[src/rtl/product_accumulator.sv]
// -----------------------------------------------------------------------------
// product_accumulator
//
// Sums a frame of COUNT unsigned products coming from the 2x2 multiplier and
// presents the frame total on a valid/ready output. The total is held until
// the consumer takes it. Together with the multiplier, this forms a
// multiply-accumulate (dot-product) path.
//
// Ports
//   clk        rising-edge clock, the only clock
//   rst        synchronous, active-high reset (wins over every other input)
//   clr        synchronous frame abort; drops partial sums and any held frame
//   in_prod    product M from the multiplier, unsigned, PWIDTH bits
//   in_valid   in_prod is valid this cycle
//   in_ready   block accepts in_prod this cycle (high in ACC)
//   out_sum    frame total modulo 2^SWIDTH
//   out_ovf    frame total exceeded 2^SWIDTH-1 (qualified by out_valid)
//   out_valid  out_sum/out_ovf hold a completed frame (high in HOLD)
//   out_ready  consumer takes the frame this cycle
//   state_dbg  current FSM state (0 = ACC, 1 = HOLD)
//
// Handshake: a beat transfers on a rising edge where valid and ready are both
// high. Once valid is raised, the sender keeps it and its data stable until
// that edge. in_ready and out_valid are decoded only from the registered
// state, so nothing combinational passes from in_valid or out_ready. A beat
// offered in a cycle with clr=1 is dropped, even though in_ready reads 1.
// -----------------------------------------------------------------------------
module product_accumulator #(
   parameter int PWIDTH = 4,
   parameter int COUNT  = 4,
   parameter int SWIDTH = 8
) (
   input  logic              clk,
   input  logic              rst,
   input  logic              clr,
   input  logic [PWIDTH-1:0] in_prod,
   input  logic              in_valid,
   output logic              in_ready,
   output logic [SWIDTH-1:0] out_sum,
   output logic              out_ovf,
   output logic              out_valid,
   input  logic              out_ready,
   output logic              state_dbg
);

   localparam int CNT_W = $clog2(COUNT);
   localparam logic [CNT_W-1:0] LAST_CNT = CNT_W'(COUNT - 1);

   if (COUNT < 2 || COUNT > 255) begin : g_bad_count
      $error("product_accumulator: COUNT must be in 2..255");
   end
   if (PWIDTH > SWIDTH) begin : g_bad_width
      $error("product_accumulator: PWIDTH must not exceed SWIDTH");
   end

   typedef enum logic {
      ST_ACC  = 1'b0,
      ST_HOLD = 1'b1
   } state_t;

   state_t            state_q;
   logic [SWIDTH-1:0] acc_q;
   logic [CNT_W-1:0]  cnt_q;
   logic              ovf_q;
   logic [SWIDTH-1:0] sum_q;
   logic              sum_ovf_q;

   // One bit wider than the accumulator so that the top bit is the carry-out
   // of this add.
   logic [SWIDTH:0]   sum_ext;
   logic              last_beat;

   always_comb begin
      sum_ext   = {1'b0, acc_q} + {{(SWIDTH + 1 - PWIDTH){1'b0}}, in_prod};
      last_beat = (cnt_q == LAST_CNT);
   end

   always_ff @(posedge clk) begin
      if (rst) begin
         state_q   <= ST_ACC;
         acc_q     <= '0;
         cnt_q     <= '0;
         ovf_q     <= 1'b0;
         sum_q     <= '0;
         sum_ovf_q <= 1'b0;
      end else if (clr) begin
         // Abort: drop partial sums and any held frame. The visible out_sum
         // is left unchanged; it is not qualified once out_valid falls.
         state_q <= ST_ACC;
         acc_q   <= '0;
         cnt_q   <= '0;
         ovf_q   <= 1'b0;
      end else begin
         case (state_q)
            ST_ACC: begin
               if (in_valid) begin
                  if (last_beat) begin
                     // The final product goes straight to the output
                     // registers. The running state restarts for the next
                     // frame.
                     sum_q     <= sum_ext[SWIDTH-1:0];
                     sum_ovf_q <= ovf_q | sum_ext[SWIDTH];
                     acc_q     <= '0;
                     cnt_q     <= '0;
                     ovf_q     <= 1'b0;
                     state_q   <= ST_HOLD;
                  end else begin
                     acc_q <= sum_ext[SWIDTH-1:0];
                     ovf_q <= ovf_q | sum_ext[SWIDTH];
                     cnt_q <= cnt_q + CNT_W'(1);
                  end
               end
            end
            ST_HOLD: begin
               if (out_ready) begin
                  state_q <= ST_ACC;
               end
            end
            default: begin
               state_q <= ST_ACC;
            end
         endcase
      end
   end

   always_comb begin
      in_ready  = (state_q == ST_ACC);
      out_valid = (state_q == ST_HOLD);
      out_sum   = sum_q;
      out_ovf   = sum_ovf_q;
      state_dbg = state_q;
   end

endmodule
[config.mk]
export PLATFORM = sky130hd
export DESIGN_NAME = product_accumulator
export DESIGN_NICKNAME = d
export VERILOG_FILES = /design/src/rtl/product_accumulator.sv
export SDC_FILE = /design/constraint.sdc
export NUM_CORES = 1
export LEC_CHECK = 0
export CAP_MARGIN = 20
export CORE_MARGIN = 2
export CORE_UTILIZATION = 54
export CTS_CLUSTER_SIZE = 20
export DETAILED_ROUTE_END_ITERATION = 7
export PLACE_DENSITY = 0.82
export SYNTH_ARGS = -nofsm -noshare
export SYNTH_HDL_FRONTEND = slang
export SYNTH_SLANG_ARGS = --single-unit
[constraint.sdc]
create_clock -name clk -period 3.27 [get_ports clk]
set_input_delay 0.654 -clock clk [delete_from_list [all_inputs] [get_ports clk]]
set_output_delay 0.654 -clock clk [all_outputs]
set_load 0.05 [all_outputs]
After elaboration in Yosys (flattened, before gate mapping)
Index checks and enable logic that the tools add are counted.
Cells by class
  mux-type cells: 7
  equal/unequal tests: 1
  $add $sub $neg: 2
  reductions and logical operators: 3
  bitwise operators: 3
Operator list (count)
  adder 8 x 4 -> 9 bit: 1
  two-way mux 8 bit: 1
  two-way mux 1 bit: 4
  AND reduction 4 bit: 1
  adder 2 x 1 -> 2 bit, second input constant: 1
  == test 2 bit, second input constant: 1
  two-way mux 2 bit: 1
  NOT 1 bit: 2
  one-hot mux 1 bit (2 select lines): 1
  AND reduction 2 bit: 1
  OR reduction 2 bit: 1
  OR 1 bit: 1
Word-level totals
  bits of input ports: 9
  logic and storage cells: 22
  bits in registers: 21
  output and inout port bits: 12

Logic depth before layout (Yosys ltp)
Gate-level depths: netlist (run 1).
  depth in word-level cells: 4
  gate-level depth with buffers: 7
  gate-level depth less buffers: 7

Worst setup path before layout (run 1)
OpenSTA, ideal clock, no wires.
  kind: input to register
  start point: input in_prod[0]
  end point: register sum_ovf_q, in the netlist out_ovf
  data arrival time: 1916 ps
  stages on the path: 7
  slack: 1263 ps
  path buffers: 0
  data required time: 3179 ps
  library setup time: 91 ps
  path through: ha_1 > inv_1 > fa_1 > nor2b_1 > o21a_2 > o211ai_1 > a311oi_1
Between the ends
  word-level cells in the longest chain between the ends: 2
RTL lines
  start: declaration: RTL line 36  | input logic [PWIDTH-1:0] in_prod,
  adder 8 x 4 -> 9 bit: RTL line 74  | sum_ext = {1'b0, acc_q} + {{(SWIDTH + 1 - PWIDTH){1'b0}}, in_prod};
  OR 1 bit: RTL line 102  | sum_ovf_q <= ovf_q | sum_ext[SWIDTH];
  end signal: assignment: RTL line 102
  end: declaration: RTL line 66  | logic sum_ovf_q;
Every way passes these cells.
A chain may end at the register's enable or synchronous reset.

Final worst setup path (run 1)
Same ends and word-level chain as after synthesis.

==> results of run 1 <==
[worst paths after layout]
kind	startpoint	endpoint	slack (ns)	depth (start not counted)
hold / removal	acc_q[0]	acc_q[0]	0.46	2
setup / recovery	in_prod[0]	out_ovf	0.96	8
setup reg to reg	cnt_q[0]	out_sum[7]	1.26	5
hold reg to reg	acc_q[0]	acc_q[0]	0.46	2
[cell usage in the layout, fill, tap and decap left out, drive strengths merged, types with 4 or more instances in the layout]
cell           count
nand2             15
nor2              13
a211oi             5
ha                 5
inv                6
clkdlybuf4s50     20
nand3b             4
dfxtp             21
a21oi             11
[metal layers]
layer  global-route usage (%)  up-vias  share of wire [%]
met3                    6.667        4                5.7
met4                    6.019        0               0.67
li1                         -      522                  -
met5                        0        -                  0
met1                    28.41      490                 43
met2                    39.78       34                 51
[kinds of logic after synthesis]
kind of cell	Yosys count	synth area share, %
muxes	1	0.8792
and+or+nand+nor	55	25.17
xor gates and xnor gates	3	2.308
buffers and inverters	16	6.044
DFF	21	36.92
AOI/OAI and AO/OA	35	21.43
adders and majority gates	6	7.253
[worst max-delay path: cells and delay by family]
family	cells	cell delay, ns
buf+inv	2	0.54
compound gates	3	0.57
simple gates	1	0.17
fa+ha+maj	2	0.60
[power by group]
part           switching [W]  leakage [nW]  internal (W)
clock              0.0000795        0.0177     0.0000457
sequential        0.00000225         0.170      0.000259
combinational      0.0000286         0.297     0.0000230
total               0.000110         0.485      0.000327
[final cells by class]
cell class | count | area, um^2
sequential | 21 | 420.4
inverter | 6 | 22.52
multi-input combinational | 100 | 649.4
tap | 27 | 33.78
clock inverter | 1 | 5.005
clock buffer | 3 | 22.52
fill | 165 | 628.1
timing repair buffer | 20 | 200.2
[per-stage QoR]
| step | hold slack, ns | cell area, um^2 | setup WS, ns | util, % | cells |
|---|---|---|---|---|---|
| CTS | 0.4680 | 1354 | 0.9811 | 68.31 | 178 |
| global placement | 0.4444 | 1326 | 0.7144 | 66.92 | 174 |
| finish | 0.4649 | 1354 | 0.9636 | 68.31 | 178 |
| global route | 0.4875 | 1354 | 0.9070 | 68.31 | 178 |
| detailed placement | 0.4513 | 1326 | 0.6543 | 66.92 | 174 |
| floorplan | 0.4356 | 1139 | 1.263 | - | 137 |
[state kept, by name, indices dropped and copies added (netlist names)]
signal and flops:
out_sum 8, out_ovf 1, ovf_q 1, acc_q 8, out_valid 1, cnt_q 2
==> impl_results.md, run 1 <==
* DRC violations left at 0
* Async SR Flop Fraction at 0%
* Worst Path Max Fanout at 5
* Yosys top cell area share at 36.92%
* Initial DRC Count at 32
* Global-route wire length before repair at 4409 um
* CTS tree: built
* Setup TNS at 0 ns
* Synthesized instance count at 137
* Die span in y at 49.92 um
* Critical path class: in -> reg
* Setup repair bufs after CTS at 0
* Slew Viols, Final at 0
* Number of core rows at 16
* CTS root buf: clkbuf_4
* Final setup violation count at 0
* # clock sinks at 21
* Pre-Repair DR Iteration Count at 4
* Most common cell in the netlist: dfxtp_1
* PnR Total Power at 0.0004378 W
* RSZ-0062 raised after global routing: false
* Max-cap viol count at 0
* Worst min path class: reg -> reg
* Routed length per instance at 14.31 um
* Status: finished, final reports clean
* I/O Pins at 21
* Max IR drop VDD at 309.9 uV
* Vias in the first global route at 980
* Req. time, crit path at 3.50 ns
* Die width at 49.92 um
* Longest Clk Path Bufs at 2
* Area of the core at 1982 um^2
* Cell area power density at 323.4 nW/um^2
* # hold bufs at CTS at 0
* Post-synthesis sequential area ratio at 36.92%
* Worst slew pin tran at 0.4985 ns
* Setup Skew at 0.003774 ns
* GPL Wtd Cong at 0.8225
* N_diodes at 0
* Dpl hpwl at 1877 um
* Number of synthesized flops with an enable pin at 0
* FF+latch count, synth at 21
* Tmin final at 2.306 ns
* Area contributors post-synth: dfxtp_1, ha_1, nand2_1
* Fin crit share at 70.53%
* Largest net degree at the start of global routing at 14
* Area leader, netlist: dfxtp_1
* Starting Density at 57.45%
* H-tree levels at 1
* CP Capture Type: flop
* CTS Buf Count at 3
* Via density at 5.899
* Port bufs at 20
* Synth warnings at 0
* Final nets at 167
* Share of cells above drive strength 1 at 5.960%
* Ys flop type: dfxtp_1
* Mean area per synthesized cell at 8.311 um^2
* Synth unique cells at 45
* Initial antenna violation count at 0
* Full die area at 2492 um^2
* Worst slew margin at 66.67%
* CP Cell Sequence: clkdlybuf4s50_1 -> ha_1 -> inv_1 -> fa_1 -> nor2b_1 -> o21a_2 -> o211ai_1 -> a311oi_1
* Mapped Area at 1139 um^2
* Static Leak at 0.4847 nW
* Post-route antenna net violation count at 0
* CP max-delay cell: clkdlybuf4s50_1
* CP startpoint kind: input port
* Grt ovf at 0
* CP peak stage delay at 0.46 ns
* CP arrival at 2.53 ns
* Area delta synth->final at 18.90%
* Via count at 1,050
* Fmax at 433.6 MHz
* Synth Net Count at 152
* Commonest cells in the synthesized netlist: dfxtp_1, nand2_1, nor2_1
* Clock transition at path regs at 0.12 ns
* Post-CTS sizing at 0
* Final Hold Viols at 0
* GRT Util Overall at 23.24%
* Latest clock arrival within the worst-skew pair at 0.31 ns
* Routed wire length at 2548 um
Note: power is estimated with default switching activity, not from simulation.
==> run 2: changes to the inputs <==
--- a/config.mk
+++ b/config.mk
@@ -6,11 +6,12 @@
 export NUM_CORES = 1
 export LEC_CHECK = 0
 export CAP_MARGIN = 20
+export CORE_ASPECT_RATIO = 1.75
 export CORE_MARGIN = 2
-export CORE_UTILIZATION = 54
+export CORE_UTILIZATION = 46
 export CTS_CLUSTER_SIZE = 20
 export DETAILED_ROUTE_END_ITERATION = 7
-export PLACE_DENSITY = 0.82
+export PLACE_DENSITY = 0.74
 export SYNTH_ARGS = -nofsm -noshare
 export SYNTH_HDL_FRONTEND = slang
 export SYNTH_SLANG_ARGS = --single-unit
==> constraint.sdc (replaced) <==
create_clock -name clk -period 2 [get_ports clk]
set_input_delay 0.4 -clock clk [delete_from_list [all_inputs] [get_ports clk]]
set_output_delay 0.4 -clock clk [all_outputs]
set_load 0.05 [all_outputs]
==> run 2 against run 1 <==
Compared with the run above:
- flip-flop and latch count unchanged
- global-route usage decreased by 2.3 points
- combinational power increased by 110%
- worst hold slack got worse by 0.010 ns
- register-to-register slack got worse by 1.1 ns
- clock skew decreased by 0.0016 ns
- setup slack got worse by 0.89 ns
- critical endpoint is now out_sum[6]
- cell area increased by 13%
==> impl_results.md, run 2 (synthesis gave the netlist of run 1 again) <==
* Worst Path Max Fanout at 2 (-3)
* DRC violations left at 0 (unchanged)
* CP max-delay cell: clkdlybuf4s50_1
* Via density at 5.819 (-1.4%)
* Pre-Repair DR Iteration Count at 4 (unchanged)
* Worst slew margin at 66.69% (about the same)
* Starting Density at 48.85% (-8.6 points)
* Max IR drop VDD at 494.2 uV (+59%)
* CP Buf/Inv Count at 3 (+1)
* Critical path class: in -> reg
* Via count at 1,123 (+7.0%)
* Final Hold Viols at 0 (unchanged)
* Longest Clk Path Bufs at 2 (unchanged)
* GPL Wtd Cong at 0.8680 (+5.5%)
* CP arrival at 2.11 ns (-0.42 ns)
* Routed length per instance at 14.48 um (+1.2%)
* Fin crit share at 96.35%
* CP startpoint kind: input port
* CP peak stage delay at 0.49 ns (+0.03 ns)
* Slew Viols, Final at 0 (unchanged)
* Static Leak at 0.5824 nW (+20%)
* Max-cap viol count at 0 (unchanged)
* Post-place setup slack at -0.2868 ns (-0.9411 ns)
* Largest net degree at the start of global routing at 14 (unchanged)
* Layout fillers at 195 (+18%)
* CTS root buf: clkbuf_8
* Clock transition at path regs at 0.08 ns (-0.04 ns)
* Dpl hpwl at 2076 um (+11%)
* Worst slew pin tran at 0.4981 ns (-0.0003726 ns)
* Initial antenna violation count at 0 (unchanged)
* Final nets at 184 (+10%)
* Reg2Reg Depth at 8 (+3)
* Routed wire length at 2795 um (+9.7%)
* Final worst slack at 0.07304 ns (-0.8905 ns)
* Most frequent cells in the layout: dfxtp_1, buf_4, clkdlybuf4s50_1
* Post-route antenna net violation count at 0 (unchanged)
* Reg2reg start: acc_q[0]
* Commonest non-fill, non-tap cell in the layout: dfxtp_1
* Cell area power density at 533.3 nW/um^2 (+65%)
* # clock sinks at 21 (unchanged)
* I/O Pins at 21 (unchanged)
* Die width at 41.61 um (-17%)
* Req. time, crit path at 2.18 ns (-1.32 ns)
* Full die area at 2905 um^2 (+17%)
* Initial DRC Count at 38 (+19%)
* Tmin final at 1.927 ns
* Latest clock arrival within the worst-skew pair at 0.26 ns (-0.05 ns)
* Vias in the first global route at 1,076 (+9.8%)
* Share of cells above drive strength 1 at 20.83% (+15 points)
* CTS tree: built
* GRT Util Overall at 20.96% (-2.3 points)
* Total stage count of the critical path at 8 (unchanged)
* Reg-to-reg slack, setup at 0.17 ns (-1.09 ns)
* Finished Cell Area at 1529 um^2 (+13%)
* H-tree levels at 1 (unchanged)
* Worst min path class: reg -> reg
* Crit path from: in_prod[1]
* Setup TNS at 0 ns (unchanged)
* Global-route wire length before repair at 4816 um (+9.2%)
* Fmax at 519.0 MHz
* CP Capture Type: flop
* Dpl cell area at 1431 um^2 (+7.9%)
* Area delta synth->final at 34.29%
* FF-to-FF End: out_sum[6]
* Number of core rows at 23 (+7)
* Final setup violation count at 0 (unchanged)
* N_diodes at 0 (unchanged)
* Setup Skew at 0.002198 ns (-0.001576 ns)
* PnR Total Power at 0.0008154 W (+86%)
* Status: finished, final reports clean
* RSZ-0062 raised after global routing: false
* Worst path top cell family by delay: buffers and inverters
* Die span in y at 69.82 um (+40%)
* Grt ovf at 0 (unchanged)
* Area of the core at 2331 um^2 (+18%)
* CTS Buf Count at 3 (unchanged)
* CP Cell Sequence: clkdlybuf4s50_1 -> inv_1 -> fa_2 -> nor2b_4 -> o31ai_2 -> xor2_1 -> buf_4 -> a211oi_1
* Worst setup path endpoint: out_sum[6]
* Port bufs at 20 (unchanged)
-- run 2: metal layers --
layer / up-vias / part of all wire (%) / global-route usage [%]
met3: 9 / 3.3 / 3.646
met1: 530 / 39 / 22.92
met2: 34 / 55 / 36.98
met4: 0 / 2.5 / 11.11
met5: - / 0 / 0
li1: 550 / - / -
-- run 2: final cells by class --
| class | instances | area [um^2] | area share, % |
|---|---|---|---|
| multi-input combinational | 100 | 686.9 | 44.93 |
| sequential | 21 | 420.4 | 27.50 |
| timing repair buffer | 37 | 321.6 | 21.03 |
| clock buffer | 3 | 41.29 | 2.700 |
| tap | 25 | 31.28 | 2.046 |
| inverter | 6 | 22.52 | 1.473 |
| clock inverter | 1 | 5.005 | 0.3273 |
-- run 2: tightest hold or removal path, stage by stage, from the launching register on --
cell and delay (ns):
dfxtp_1 0.31, nand2_1 0.05, a21oi_1 0.05
-- run 2: repair_timing --
item	CTS	global route
hold buffers	0	0
resized for setup	6	3
setup buffers	2	0
pin swaps	5	1
endpoints found under the setup margin	1	9
-- run 2: power breakdown --
group / leakage, nW / total (W) / switching (W) / internal (W)
sequential: 0.170 / 0.000427 / 0.00000402 / 0.000423
clock: 0.0255 / 0.000283 / 0.000144 / 0.000139
combinational: 0.387 / 0.000106 / 0.0000521 / 0.0000540
total: 0.582 / 0.000815 / 0.000200 / 0.000616
-- run 2: per-stage QoR --
| stage | util [%] | hold WS [ns] | cells |
|---|---|---|---|
| final | 65.59 | 0.4547 | 193 |
| after global routing | 65.59 | 0.4855 | 193 |
| after CTS | 64.52 | 0.4580 | 193 |
| after detailed placement | 61.41 | 0.4470 | 187 |
| after global placement | 61.41 | 0.4459 | 187 |
| after floorplan | - | 0.4356 | 137 |
-- run 2: how the worst min path moves through the flow --
stage                     startpoint         end  depth (start not counted)
after floorplan             acc_q[3]    acc_q[3]                          2
after global placement    out_sum[2]  out_sum[2]                          2
after detailed placement  out_sum[0]  out_sum[0]                          2
after CTS                 out_sum[0]  out_sum[0]                          2
after global routing        acc_q[3]    acc_q[3]                          2
final                     out_sum[0]  out_sum[0]                          2
==> run 3: changes to the inputs <==
--- a/config.mk
+++ b/config.mk
@@ -8,10 +8,11 @@
 export CAP_MARGIN = 20
 export CORE_ASPECT_RATIO = 1.75
 export CORE_MARGIN = 2
-export CORE_UTILIZATION = 46
+export CORE_UTILIZATION = 48
+export CTS_BUF_LIST = sky130_fd_sc_hd__clkbuf_4 sky130_fd_sc_hd__clkbuf_8
 export CTS_CLUSTER_SIZE = 20
 export DETAILED_ROUTE_END_ITERATION = 7
-export PLACE_DENSITY = 0.74
+export PLACE_DENSITY = 0.77
 export SYNTH_ARGS = -nofsm -noshare
 export SYNTH_HDL_FRONTEND = slang
 export SYNTH_SLANG_ARGS = --single-unit
==> run 3 against run 2 <==
Compared with the run above:
- global-route usage grew 1.8 points
- clock power grew 5%
- die area shrank 3.9%
- non-clock buffer count shrank 2
- combinational power grew 7%
- maximum frequency grew 1.0%
- sequential power is essentially flat
- wire length grew 3.5%
- largest cell class unchanged
- highest routed layer unchanged
- flip-flop and latch count is the same
- utilization grew 2.4 points
- setup slack gained 0.019 ns
- critical path depth shrank 6
==> impl_results.md, run 3 (synthesis gave the netlist of run 1 again) <==
* Full die area at 2793 um^2 (-3.9%)
* Met2 wire len at 1569 um (+1.9%)
* Setup repair bufs after CTS at 0 (-2)
* Reg-to-reg slack, setup at 0.17 ns (about the same)
* Die width at 40.82 um (-1.9%)
* Finished Cell Area at 1546 um^2 (+1.1%)
* Longest Clk Path Bufs at 2 (unchanged)
* Area of the core at 2273 um^2 (-2.5%)
* Post-place setup slack at -0.2908 ns (-0.003940 ns)
* Hold path depth at 2 (unchanged)
* Static Leak at 0.5947 nW (+2.1%)
* Slew Viols, Final at 0 (unchanged)
* DR top layer: met4
* GPL Wtd Cong at 0.8762 (+0.94%)
* Latest clock arrival within the worst-skew pair at 0.26 ns (about the same)
* CP Capture Type: output pin
* Largest net degree at the start of global routing at 14 (unchanged)
* Setup Skew at 0.002267 ns (+0.00006867 ns)
* Routed length on met1 at 1116 um (+2.2%)
* DRC violations left at 0 (unchanged)
* Worst min path class: reg -> reg
* N_diodes at 0 (unchanged)
* Via count at 1,128 (+0.45%)
* CP arrival at 1.51 ns (-0.60 ns)
* GRT Util Overall at 22.76% (+1.8 points)
* Final worst slack at 0.09228 ns (+0.01924 ns)
* CTS root buf: clkbuf_8
* Initial antenna violation count at 0 (unchanged)
* Req. time, crit path at 1.60 ns (-0.58 ns)
* Fmax at 524.2 MHz (+1.0%)
* Routed wire length at 2894 um (+3.5%)
* Critical path class: reg -> out
* Initial DRC Count at 52 (+37%)
* Clock transition at path regs at 0.08 ns (about the same)
* Tmin final at 1.908 ns (-0.01924 ns)
* Die span in y at 68.43 um (-2.0%)
* CTS Buf Count at 3 (unchanged)
* Reg2reg start: acc_q[0]
* Cell area power density at 541.7 nW/um^2 (+1.6%)
* I/O Pins at 21 (unchanged)
* Share of cells above drive strength 1 at 21.08% (+0.25 points)
* Worst Hold Path EP: out_sum[2]
* Final Hold Viols at 0 (unchanged)
* H-tree levels at 1 (unchanged)
* Port bufs at 20 (unchanged)
* WL met3 at 123 um (+34%)
* Area delta synth->final at 35.82%
* Commonest non-fill, non-tap cell in the layout: dfxtp_1
* Routed length per instance at 15.15 um (+4.6%)
* # clock sinks at 21 (unchanged)
* Core Util, Final at 68.02% (+2.4 points)
* Vias in the first global route at 1,036 (-3.7%)
* Max-cap viol count at 0 (unchanged)
* CTS tree: built
* FF-to-FF End: acc_q[6]
* Via density at 5.906 (+1.5%)
* Hold Startpoint: out_sum[2]
* Status: finished, final reports clean
* Max IR drop VDD at 586.8 uV (+19%)
* Final nets at 182 (-1.1%)
* Worst slew margin at 67.13% (+0.44 points)
* Fin crit share at 95.39% (-0.96 points)
* Number of core rows at 23 (unchanged)
* Reg2Reg Depth at 7 (-1)
* Dpl hpwl at 2140 um (+3.1%)
* Grt ovf at 0 (unchanged)
* Final setup violation count at 0 (unchanged)
* Post-route antenna net violation count at 0 (unchanged)
* Most frequent cells in the layout: dfxtp_1, buf_4, clkdlybuf4s50_1
* PnR Total Power at 0.0008378 W (+2.7%)
* Global-route wire length before repair at 4443 um (-7.7%)
* Pre-Repair DR Iteration Count at 4 (unchanged)
* Dpl cell area at 1431 um^2 (unchanged)
* CP startpoint kind: flop
* Fin Hold WS at 0.4601 ns (+0.005382 ns)
* Worst slew pin tran at 0.4916 ns (-0.006526 ns)
* Worst Path Max Fanout at 8 (+6)
* Starting Density at 50.08% (+1.2 points)
run 3: changes by cell type in the layout (fill, tap and decap cells not counted), sizes merged:
cell           before  now
clkbuf              3    4
dlymetal6s2s        0    2
buf                19   17
clkinv              1    0
dlygate4sd2         1    0
clkdlybuf4s50      17   16
run 3: routing by layer:
metal,vias to the layer above,GRT usage [%]
met1,521,25.65
met3,11,3.571
met4,0,10.83
met2,45,38.87
met5,-,0
li1,551,-
run 3: final cells by class:
class | count | area (um^2)
sequential | 21 | 420.4
timing repair buffer | 35 | 312.8
tap | 25 | 31.28
inverter | 6 | 22.52
clock buffer | 4 | 48.80
multi-input combinational | 100 | 710.7
fill | 182 | 726.9
run 3: worst max path at each step:
stage / from / to / cells past startpoint
final: out_valid / in_ready / 2
after global routing: in_prod[3] / acc_q[6] / 7
after CTS: in_prod[0] / acc_q[6] / 8
after global placement: in_prod[0] / out_ovf / 8
after detailed placement: in_prod[0] / acc_q[6] / 8
after floorplan: in_prod[0] / out_ovf / 7
run 3: critical path, cell delays in order (launching register included):
cell and delay, ns:
dfxtp_1 0.37, inv_1 0.08, clkdlybuf4s50_1 0.79
run 3: repair_timing:
| action | 4_1_cts | 5_1_grt |
|---|---|---|
| hold buffers | 0 | 0 |
| endpoints found under the setup margin | 3 | 7 |
| gates resized for setup | 1 | 13 |
| pin swaps | 0 | 7 |
run 3: report_power, final:
part / switching (W) / internal [W]
clock network: 0.000143 / 0.000156
registers: 0.00000411 / 0.000423
logic: 0.0000557 / 0.0000572
run 3: metrics by stage:
step | TNS (ns) | cells
floorplan | 0 | 137
global placement | -1.822 | 187
detailed placement | -2.380 | 187
CTS | 0 | 191
global route | -0.01807 | 191
finish | 0 | 191
